$ cat src/rtl/read_line_burst_scheduler.sv
// Read-side line burst scheduler: requests full or tail bursts into the read-data FIFO
// whenever its fill is at or below THRESHOLD, with one burst outstanding and a WAIT watchdog.
module read_line_burst_scheduler #(
    parameter int THRESHOLD  = 200,
    parameter int FULL_LEN   = 256,
    parameter int LSIZE      = 9,
    parameter int FIFO_DEPTH = 512,
    parameter int TIMEOUT    = 4096
) (
    input  logic             clock,
    input  logic             rst,
    input  logic             enable,
    input  logic             fsync,
    input  logic [9:0]       count,
    input  logic             tail_status,
    input  logic [LSIZE-1:0] tail_len,
    output logic             burst_req,
    output logic             tail_req,
    output logic [LSIZE-1:0] req_len,
    input  logic             resp,
    input  logic             done,
    output logic             burst_done,
    output logic             tail_done,
    output logic             timeout
);

    localparam logic [2:0] IDLE  = 3'd0;
    localparam logic [2:0] ARM   = 3'd1;
    localparam logic [2:0] BREQ  = 3'd2;
    localparam logic [2:0] BWAIT = 3'd3;
    localparam logic [2:0] TREQ  = 3'd4;
    localparam logic [2:0] TWAIT = 3'd5;

    localparam int               WD_W    = (TIMEOUT > 0) ? $clog2(TIMEOUT + 1) : 1;
    localparam logic [WD_W-1:0]  WD_LAST = WD_W'((TIMEOUT > 0) ? TIMEOUT - 1 : 0);
    localparam logic [9:0]       THR     = 10'(THRESHOLD);
    localparam logic [LSIZE-1:0] FULL    = LSIZE'(FULL_LEN);

    // A full burst must always fit on top of the threshold fill level.
    if (THRESHOLD + FULL_LEN > FIFO_DEPTH) begin : g_depth_check
        $error("THRESHOLD + FULL_LEN exceeds FIFO_DEPTH");
    end
    if (FULL_LEN >= (1 << LSIZE)) begin : g_len_check
        $error("FULL_LEN does not fit in LSIZE bits");
    end

    logic [2:0]      state;
    logic [WD_W-1:0] wd;
    logic            in_wait;

    assign in_wait = (state == BWAIT) || (state == TWAIT);

    always_ff @(posedge clock) begin
        if (rst) begin
            state      <= IDLE;
            burst_req  <= 1'b0;
            tail_req   <= 1'b0;
            req_len    <= '0;
            burst_done <= 1'b0;
            tail_done  <= 1'b0;
            timeout    <= 1'b0;
            wd         <= '0;
        end else begin
            burst_done <= 1'b0;
            tail_done  <= 1'b0;
            timeout    <= 1'b0;

            case (state)
                IDLE: begin
                    if (enable && fsync) state <= ARM;
                end
                ARM: begin
                    if (!enable) begin
                        state <= IDLE;
                    end else if (count <= THR) begin
                        if (tail_status) begin
                            // A zero-length tail is reported as completed without a request.
                            if (tail_len != '0) begin
                                state    <= TREQ;
                                tail_req <= 1'b1;
                                req_len  <= tail_len;
                            end else begin
                                tail_done <= 1'b1;
                            end
                        end else begin
                            state     <= BREQ;
                            burst_req <= 1'b1;
                            req_len   <= FULL;
                        end
                    end
                end
                BREQ: begin
                    if (resp) begin
                        state     <= BWAIT;
                        burst_req <= 1'b0;
                    end
                end
                TREQ: begin
                    if (resp) begin
                        state    <= TWAIT;
                        tail_req <= 1'b0;
                    end
                end
                BWAIT: begin
                    if (done) begin
                        burst_done <= 1'b1;
                        state      <= enable ? ARM : IDLE;
                    end
                end
                TWAIT: begin
                    if (done) begin
                        tail_done <= 1'b1;
                        state     <= enable ? ARM : IDLE;
                    end
                end
                default: state <= IDLE;
            endcase

            // Watchdog only ticks while waiting; an expiry restarts it and keeps waiting.
            if (in_wait && !done && (TIMEOUT != 0)) begin
                if (wd == WD_LAST) begin
                    timeout <= 1'b1;
                    wd      <= '0;
                end else begin
                    wd <= wd + 1'b1;
                end
            end else begin
                wd <= '0;
            end
        end
    end

endmodule

$ cat config.mk
export PLATFORM = sky130hd
export DESIGN_NAME = read_line_burst_scheduler
export DESIGN_NICKNAME = d
export VERILOG_FILES = /design/src/rtl/read_line_burst_scheduler.sv
export SDC_FILE = /design/constraint.sdc
export NUM_CORES = 1
export LEC_CHECK = 0
export CORE_MARGIN = 10
export CORE_UTILIZATION = 62
export CTS_CLUSTER_DIAMETER = 200
export DETAILED_ROUTE_END_ITERATION = 16
export DONT_BUFFER_PORTS = 1
export PLACE_DENSITY = 0.86
export SETUP_SLACK_MARGIN = 0.05
export SLEW_MARGIN = 20
export SYNTH_ARGS = -nofsm -noshare
export SYNTH_HDL_FRONTEND = slang
export SYNTH_SLANG_ARGS = --single-unit
$ cat constraint.sdc
create_clock -name clock -period 3.3 [get_ports clock]
set_input_delay 0.495 -clock clock [delete_from_list [all_inputs] [get_ports clock]]
set_output_delay 0.495 -clock clock [all_outputs]
set_load 0.01 [all_outputs]
==> results.sh, run 1 <==
export IMPL_postCtsSetupBuffers=0
export IMPL_period_share=0.608
export IMPL_clkSlewWorstSetupHoldPaths_ps=90
export IMPL_crit_path_end_kind="register"
export IMPL_cts_hold_buf=0
export IMPL_synth_area_leaders="dfxtp_1 43%, nand4_1 4.5%, xor2_1 4.4%, a21oi_1 4.3%, nor2_1 4.1%"
export IMPL_power_leakage_nw=0.462
export IMPL_synth_compound_area_frac=0.187
export IMPL_clock_skew_ps=6.31
export IMPL_initial_core_util=0.640
export IMPL_ir_worst_vdd_v=0.000263
export IMPL_crit_required_ps=3540
export IMPL_status="finished clean"
export IMPL_layout_min_cycle_time_ps=2000
export IMPL_setup_viol=0
export IMPL_clk_path_buf_depth=2
export IMPL_yosysWarnings=0
export IMPL_routedWlPerCell_um=16.1
export IMPL_ios=40
export IMPL_clock_fmax_mhz=499
export IMPL_first_pass_iters=4
export IMPL_grt_usage=0.143
export IMPL_hold_class="input pin to register"
export IMPL_synthAdderAreaFrac=0.00901
export IMPL_synth_nets=183
export IMPL_ant_nets=0
export IMPL_synthTopCellsByCount="30 x dfxtp_1, 15 x nor2_1, 12 x a21oi_1"
export IMPL_worstSetupPathType="register to register"
export IMPL_path_buf_inv=0
export IMPL_overflow=0
export IMPL_clkLatencyLatePin_ps=320
export IMPL_vias_per_cell=6.15
export IMPL_core_area_um2=2170
export IMPL_rows=17
export IMPL_gp_congestion=0.805
export IMPL_slew_headroom=0.544
export IMPL_chipHeight_um=67.3
export IMPL_grt_pass1_vias=1091
export IMPL_seq_area_frac_synth=0.432
export IMPL_cellPowerDensity_nw_per_um2=435
export IMPL_dieArea_um2=4530
export IMPL_first_iter_violations=99
export IMPL_synth_seq_cells=30
export IMPL_vias=1131
export IMPL_synth_top_family_by_area="simple AND/OR/NAND/NOR gates"
export IMPL_cpLargestDelayFamily="compound AO/OA/AOI/OAI gates"
export IMPL_cts_tree="yes"
export IMPL_yosysMostFrequentCell="dfxtp_1"
export IMPL_max_stage_delay_ps=720
export IMPL_ys_flop_type="dfxtp_1"
export IMPL_cts_resized=0
export IMPL_post_route_util=0.668
export IMPL_synthMuxAreaShare=0
export IMPL_die_width_um=67.3
export IMPL_syn_to_final_growth_pct=4.41
export IMPL_synth_top_cell_by_area="dfxtp_1"
export IMPL_cts_htree_levels=2
export IMPL_crit_path_top_delay_cell="a2111oi_4"
export IMPL_hold_violations=0
export IMPL_grt_pass1_wl_mm=4.98
export IMPL_antenna_cells=0
export IMPL_hpwl_mm=2.32
export IMPL_synth_xor_area_share=0.0631
export IMPL_wirelength_mm=2.97
export IMPL_tns_ps=0
export IMPL_cap_violations=0
export IMPL_cp_max_fo=13
export IMPL_ctsRootBufferMaster="clkbuf_4"
export IMPL_rsz0062_at_grt="false"
export IMPL_io_buffers=0
export IMPL_arrival_ps=2240
export IMPL_synthCells=156
export IMPL_antenna_found_initial=0
export IMPL_cts_buffers=5
export IMPL_drc=0
export IMPL_syn_cell_area_um2=1390
export IMPL_avgSynthCellArea_um2=8.90
export IMPL_crit_chain="nand4bb_1 -> a2111oi_4 -> a21oi_1 -> a311oi_1"
export IMPL_clock_sinks=30
export IMPL_async_flop_share=0
export IMPL_synthSimpleGateAreaFrac=0.270
export IMPL_drive_gt1_frac=0.0705
export IMPL_grt_max_degree=17
export IMPL_fillers=185
export IMPL_tightest_slew_ps=684
export IMPL_timing_hold_ws_ps=224
export IMPL_synth_top_area_share=0.432
export IMPL_nets=182
export IMPL_synth_edff_count=0
export IMPL_start_kind="register"
export IMPL_synth_cell_types=42
export IMPL_drv_slew=0
==> worst paths after layout <==
check / from / end / slack, ps / cells after the start
worst min register to register: wd[0]$_SDFF_PP0_ / wd[0]$_SDFF_PP0_ / 450 / 1
worst max-delay path: state[0]$_SDFFE_PP0P_ / req_len[8]$_SDFFE_PP0P_ / 1300 / 4
worst max register to register: state[0]$_SDFFE_PP0P_ / req_len[8]$_SDFFE_PP0P_ / 1300 / 4
worst min-delay path: rst / req_len[3]$_SDFFE_PP0P_ / 220 / 1
==> state kept, by name, summed over array words and instances, names as in the netlist <==
name and flops:
wd 13, timeout 1, req_len 9, burst_req 1
tail_req 1, state 3, tail_done 1, burst_done 1
==> layout by cell type (no fill, tap or decap), types with 3 or more instances in the layout <==
master    netlist  final
xnor2_1         3      3
nor3_1          6      6
o21ai_1         9      9
inv_1           4      4
nand2_1         4      4
a31oi_1         3      3
nand3_1         5      5
and4_1          3      3
clkbuf_4        0      5
nor4_1          3      3
nand4_1        10     10
nor2_1         15     15
a21oi_1        12     12
xor2_1          7      7
and3_1          4      4
dfxtp_1        30     30
==> stage by stage <==
| step | instance area (µm²) | setup WS (ps) | std cells | power [mW] |
|---|---|---|---|---|
| after floorplan | 1390 | 1580 | 156 | 0.409 |
| after global placement | 1390 | 1320 | 176 | 0.409 |
| after detailed placement | 1390 | 1270 | 176 | 0.410 |
| after CTS | 1450 | 1300 | 184 | 0.640 |
| after global routing | 1450 | 1120 | 184 | 0.660 |
| final | 1450 | 1300 | 184 | 0.630 |
==> worst register-to-register path: cells and delay by family, from the launching register on <==
kind	cells	cell delay [ps]
AOI/OAI and AO/OA	3	1130
DFF	1	540
and+or+nand+nor	1	260
==> per-layer routing <==
metal  wire length (µm)  vias up  global-route usage  share of wire
met2               1440       31               0.227           0.48
met4                 18        0              0.0538         0.0061
met3                356        2              0.0942           0.12
met1               1160      512               0.148           0.39
li1                   -      586                   -              -
met5                  0        -                   0              0
==> power breakdown <==
part	switching [mW]	total [mW]	internal [mW]
Sequential	0.00776	0.373	0.365
Clock	0.126	0.228	0.102
Combinational	0.0149	0.0292	0.0143
==> final cells by class <==
cell class                 count  area, µm²  share of cell area
inverter                       4       15.0              0.0104
clock inverter                 2       12.5             0.00863
tap                           28       35.0              0.0242
sequential                    30        601               0.414
clock buffer                   6       51.3              0.0354
multi-input combinational    114        736               0.507
==> logic make-up after synthesis <==
group,count (synthesis)
AND/OR/NAND/NOR,64
AO/OA/AOI/OAI,39
flip-flops,30
buffers and inverters,12
XOR/XNOR,10
adder cells (fa/ha/maj),1
No activity file was read; power rests on OpenSTA's default activity.
==> run 2, diff against run 1 <==
--- a/config.mk
+++ b/config.mk
@@ -6,11 +6,11 @@
 export NUM_CORES = 1
 export LEC_CHECK = 0
 export CORE_MARGIN = 10
-export CORE_UTILIZATION = 62
+export CORE_UTILIZATION = 55
 export CTS_CLUSTER_DIAMETER = 200
 export DETAILED_ROUTE_END_ITERATION = 16
 export DONT_BUFFER_PORTS = 1
-export PLACE_DENSITY = 0.86
+export PLACE_DENSITY = 0.81
 export SETUP_SLACK_MARGIN = 0.05
 export SLEW_MARGIN = 20
 export SYNTH_ARGS = -nofsm -noshare
==> constraint.sdc (replaced) <==
create_clock -name clock -period 1.8 [get_ports clock]
set_input_delay 0.27 -clock clock [delete_from_list [all_inputs] [get_ports clock]]
set_output_delay 0.27 -clock clock [all_outputs]
set_load 0.01 [all_outputs]
==> run 2 against run 1 <==
Combinational power rose to 2.7 times the previous value. Maximum frequency is 25% higher. Worst hold slack got worse by 170 ps. Sequential share of layout area is 2.0 points lower. Critical path type unchanged. Register-to-register slack lost 1100 ps. Total power rose by 87%. Clock power increased by 86%. Sequential cell count did not move.
==> results.sh, run 2 (synthesized netlist as in run 1, its figures left out) <==
export IMPL_drive_gt1_frac=0.116
export IMPL_ios=40
export IMPL_grt_max_degree=14
export IMPL_hpwl_mm=2.49
export IMPL_first_pass_iters=4
export IMPL_clk_path_buf_depth=2
export IMPL_tightest_slew_ps=477
export IMPL_ant_nets=0
export IMPL_cts_htree_levels=2
export IMPL_worstSetupPathType="register to register"
export IMPL_post_dp_cell_area_um2=1440
export IMPL_p_clk_frac=0.360
export IMPL_cp_max_fo=11
export IMPL_reg_top3="wd x13, req_len x9, state x3"
export IMPL_final_cell_mix="30 x dfxtp_1, 15 x nor2_1, 12 x a21oi_1, 10 x nand4_1, 9 x o21ai_1"
export IMPL_path_buf_inv=1
export IMPL_timing_hold_ws_ps=52.4
export IMPL_internal_power_mw=0.892
export IMPL_hold_class="input pin to register"
export IMPL_fin_area_um2=1520
export IMPL_r2r_cells=5
export IMPL_chipHeight_um=70.3
export IMPL_routedWlPerCell_um=17.4
export IMPL_clkSlewWorstSetupHoldPaths_ps=100
export IMPL_overflow=0
export IMPL_nets=190
export IMPL_gp_congestion=0.847
export IMPL_antenna_cells=0
export IMPL_tns_ps=0
export IMPL_antenna_found_initial=0
export IMPL_cap_violations=0
export IMPL_setup_viol=0
export IMPL_ir_worst_vdd_v=0.000581
export IMPL_initial_core_util=0.571
export IMPL_grt_usage=0.137
export IMPL_crit_path_end_kind="register"
export IMPL_grt_pass1_vias=1213
export IMPL_cpLargestDelayFamily="compound AO/OA/AOI/OAI gates"
export IMPL_syn_to_final_growth_pct=9.73
export IMPL_clock_sinks=30
export IMPL_worstHoldPathCells=1
export IMPL_grt_pass1_wl_mm=5.62
export IMPL_crit_chain="nand4bb_2 -> a2111oi_4 -> buf_6 -> nand4_1 -> a21oi_1"
export IMPL_largest_register="wd"
export IMPL_drv_slew=0
export IMPL_status="finished clean"
export IMPL_cellPowerDensity_nw_per_um2=773
export IMPL_slew_headroom=0.679
export IMPL_core_area_um2=2430
export IMPL_p_sw_frac=0.243
export IMPL_drc=0
export IMPL_start_kind="register"
export IMPL_max_stage_delay_ps=430
export IMPL_clkLatencyLatePin_ps=330
export IMPL_cts_buffers=5
export IMPL_pwr_share_seq=0.574
export IMPL_p_comb_frac=0.066
export IMPL_clock_skew_ps=8.29
export IMPL_arrival_ps=1870
export IMPL_dieArea_um2=4940
export IMPL_crit_required_ps=2060
export IMPL_hold_violations=0
export IMPL_p_total_mw=1.18
export IMPL_layout_min_cycle_time_ps=1610
export IMPL_io_buffers=0
export IMPL_cts_tree="yes"
export IMPL_period_share=0.892
export IMPL_p_sw_mw=0.286
export IMPL_power_leakage_nw=0.503
export IMPL_rows=18
export IMPL_vias_per_cell=6.22
export IMPL_layout_cells_most_common="dfxtp_1"
export IMPL_clock_fmax_mhz=623
export IMPL_cp_depth=5
export IMPL_crit_path_top_delay_cell="a2111oi_4"
export IMPL_fillers=214
export IMPL_rsz0062_at_grt="false"
export IMPL_die_width_um=70.3
export IMPL_post_route_util=0.627
export IMPL_largest_reg_flops=13
export IMPL_first_iter_violations=66
export IMPL_vias=1207
export IMPL_ctsRootBufferMaster="clkbuf_4"
export IMPL_wirelength_mm=3.37
export IMPL_postCtsSetupBuffers=0
-- run 2: cell type report --
| class | instances | area [µm²] | area share |
|---|---|---|---|
| repair buffers | 8 | 66.3 | 0.0435 |
| well taps | 30 | 37.5 | 0.0246 |
| inverters | 4 | 15.0 | 0.00985 |
| clock buffers | 6 | 51.3 | 0.0337 |
| multi-input cells | 114 | 741 | 0.486 |
| flip-flops and latches | 30 | 601 | 0.394 |
| clock inverters | 2 | 12.5 | 0.00821 |
-- run 2: what timing repair did --
action	CTS	global route
gates resized for setup	0	2
endpoints found under the setup margin	0	5
hold buffers	1	0
endpoints found under the hold margin	12	0
-- run 2: final timing paths --
path                                       startpoint                      end  slack [ps]
worst min-delay path                              rst    state[1]$_SDFFE_PP0P_          50
worst max register to register  state[1]$_SDFFE_PP0P_  req_len[5]$_SDFFE_PP0P_         190
worst min register to register       wd[0]$_SDFF_PP0_         wd[0]$_SDFF_PP0_         440
worst max-delay path            state[1]$_SDFFE_PP0P_  req_len[5]$_SDFFE_PP0P_         190
-- run 2: routing by layer --
metal | vias to the layer above | global-route usage | share of wire
met5 | - | 0 | 0
met4 | 0 | 0.0724 | 0.017
met3 | 6 | 0.0734 | 0.11
met2 | 54 | 0.202 | 0.46
met1 | 548 | 0.154 | 0.41
li1 | 599 | - | -
-- run 2: metrics by stage --
step / setup slack [ps] / instances
4_1_cts: 180 / 194
2_1_floorplan: 300 / 156
3_3_place_gp: 259 / 185
3_5_place_dp: 199 / 185
6_report: 194 / 194
5_1_grt: 78.8 / 194
-- run 2: power by group through the flow --
stage | Combinational [mW] | Clock (mW) | Sequential (mW)
final | 0.0777 | 0.424 | 0.676
after global routing | 0.0878 | 0.457 | 0.677
after CTS | 0.0757 | 0.432 | 0.675
after detailed placement | 0.0699 | 0 | 0.691
after global placement | 0.0669 | 0 | 0.691
after floorplan | 0.0609 | 0 | 0.689
==> run 3, diff against run 2 <==
--- a/config.mk
+++ b/config.mk
@@ -5,6 +5,7 @@
 export SDC_FILE = /design/constraint.sdc
 export NUM_CORES = 1
 export LEC_CHECK = 0
+export CORE_ASPECT_RATIO = 1.2
 export CORE_MARGIN = 10
 export CORE_UTILIZATION = 55
 export CTS_CLUSTER_DIAMETER = 200
==> run 3 against run 2 <==
Worst hold slack gained 5.2 ps. Maximum frequency is 0.79% lower. Design area shrank 0.49%. Register-to-register slack about the same. Clock-buffer cell count did not move. Total power grew 0.34%. Critical path type unchanged.
==> results.sh, run 3 (synthesized netlist as in run 1, its figures left out) <==
export IMPL_syn_to_final_growth_pct=9.19
export IMPL_grt_pass1_vias=1177
export IMPL_crit_required_ps=2010
export IMPL_rsz0062_at_grt="false"
export IMPL_initial_core_util=0.590
export IMPL_clock_sinks=30
export IMPL_worstHoldStart="rst"
export IMPL_ctsRootBufferMaster="clkbuf_4"
export IMPL_reg2reg_from="state[1]$_SDFFE_PP0P_"
export IMPL_busiest_layer="met2"
export IMPL_hpwl_mm=2.46
export IMPL_clock_fmax_mhz=618
export IMPL_vias=1238
export IMPL_largest_reg_flops=13
export IMPL_hold_class="input pin to register"
export IMPL_power_leakage_nw=0.502
export IMPL_chipHeight_um=75.0
export IMPL_grt_util_met1=0.138
export IMPL_start_kind="register"
export IMPL_setup_viol=0
export IMPL_reg_top3="wd x13, req_len x9, state x3"
export IMPL_antenna_cells=0
export IMPL_r2r_end="req_len[1]$_SDFFE_PP0P_"
export IMPL_drc=0
export IMPL_cap_violations=0
export IMPL_dieArea_um2=4940
export IMPL_worstHoldPathCells=1
export IMPL_first_pass_iters=4
export IMPL_rows=19
export IMPL_largest_register="wd"
export IMPL_clkSlewWorstSetupHoldPaths_ps=110
export IMPL_grt_pass1_wl_mm=5.30
export IMPL_layout_cells_most_common="dfxtp_1"
export IMPL_cts_buffers=5
export IMPL_ant_nets=0
export IMPL_die_width_um=65.9
export IMPL_ff2ff_setup_slack_ps=180
export IMPL_clkLatencyLatePin_ps=330
export IMPL_cts_htree_levels=2
export IMPL_core_area_um2=2350
export IMPL_clock_skew_ps=14.1
export IMPL_crit_path_end_kind="register"
export IMPL_worstSetupPathType="register to register"
export IMPL_io_buffers=0
export IMPL_grt_usage=0.138
export IMPL_vias_per_cell=6.35
export IMPL_setup_worst_path_start="state[1]$_SDFFE_PP0P_"
export IMPL_ir_worst_vdd_v=0.000611
export IMPL_slew_headroom=0.706
export IMPL_period_share=0.900
export IMPL_clk_path_buf_depth=2
export IMPL_cellPowerDensity_nw_per_um2=779
export IMPL_gp_congestion=0.866
export IMPL_cts_tree="yes"
export IMPL_layout_min_cycle_time_ps=1620
export IMPL_drive_gt1_frac=0.110
export IMPL_routedWlPerCell_um=16.9
export IMPL_overflow=0
export IMPL_first_iter_violations=49
export IMPL_fin_ws_ps=181
export IMPL_nets=190
export IMPL_tns_ps=0
export IMPL_grtUsageMet2=0.214
export IMPL_postCtsSetupBuffers=0
export IMPL_drv_slew=0
export IMPL_tightest_slew_ps=437
export IMPL_place_ws_ps=155
export IMPL_cts_resized=0
export IMPL_hold_violations=0
export IMPL_r2r_cells=4
export IMPL_min_to="state[1]$_SDFFE_PP0P_"
export IMPL_grt_use_met3=0.0964
export IMPL_final_cell_mix="30 x dfxtp_1, 15 x nor2_1, 12 x a21oi_1, 10 x nand4_1, 9 x o21ai_1"
export IMPL_wirelength_mm=3.29
export IMPL_antenna_found_initial=0
export IMPL_cp_max_fo=8
export IMPL_status="finished clean"
export IMPL_ios=40
export IMPL_arrival_ps=1830
export IMPL_grt_max_degree=14
-- run 3: changes by cell type in the layout (fill, tap and decap cells not counted) --
| cell | before | now |
|---|---|---|
| buf_4 | 6 | 7 |
| nand4bb_2 | 1 | 0 |
| buf_6 | 1 | 0 |
| nand4bb_1 | 0 | 1 |
-- run 3: metal layers --
metal | vias up | routed length (µm)
li1 | 600 | -
met1 | 582 | 1280
met5 | - | 0
met4 | 0 | 27
met3 | 4 | 412
met2 | 52 | 1560
-- run 3: worst max-delay path by stage --
stage | slack, ps | cells past startpoint | to
finish | 180 | 4 | req_len[1]$_SDFFE_PP0P_
global route | 50 | 4 | req_len[7]$_SDFFE_PP0P_
CTS | 110 | 5 | req_len[1]$_SDFFE_PP0P_
detailed placement | 160 | 5 | req_len[1]$_SDFFE_PP0P_
global placement | 230 | 5 | tail_req$_SDFFE_PP0P_
floorplan | 300 | 5 | req_len[3]$_SDFFE_PP0P_
-- run 3: critical path, stage by stage (launching register included) --
cell and delay (ps):
dfxtp_1 360, nand4bb_1 300, a2111o_1 570, o21ai_1 170, a21oi_1 90
-- run 3: through the flow --
step | area [µm²] | cells | total power, mW | utilization | hold WS, ps
5_1_grt | 1520 | 195 | 1.23 | 0.644 | 46.1
4_1_cts | 1520 | 195 | 1.19 | 0.644 | 45.9
3_3_place_gp | 1440 | 186 | 0.756 | 0.613 | 342
3_5_place_dp | 1440 | 186 | 0.758 | 0.613 | 343
2_1_floorplan | 1390 | 156 | 0.750 | - | 342
6_report | 1520 | 195 | 1.18 | 0.644 | 57.6
-- run 3: power by group --
| group | internal [mW] | switching, mW | total [mW] |
|---|---|---|---|
| logic | 0.0328 | 0.0397 | 0.0725 |
| registers | 0.669 | 0.00771 | 0.677 |
| clock network | 0.188 | 0.245 | 0.432 |
-- run 3: timing repair --
| item | in CTS | in global routing |
|---|---|---|
| hold buffers | 1 | 0 |
| endpoints found under the hold margin | 12 | 0 |
| endpoints found under the setup margin | 0 | 9 |
-- run 3: layout make-up --
cell class              instances  area [µm²]
clock buffers                   6        51.3
clock inverters                 2        12.5
fillers                       189         837
inverters                       4        15.0
multi-input cells             114         736
flip-flops and latches         30         601
well taps                      31        38.8
repair buffers                  8        62.6
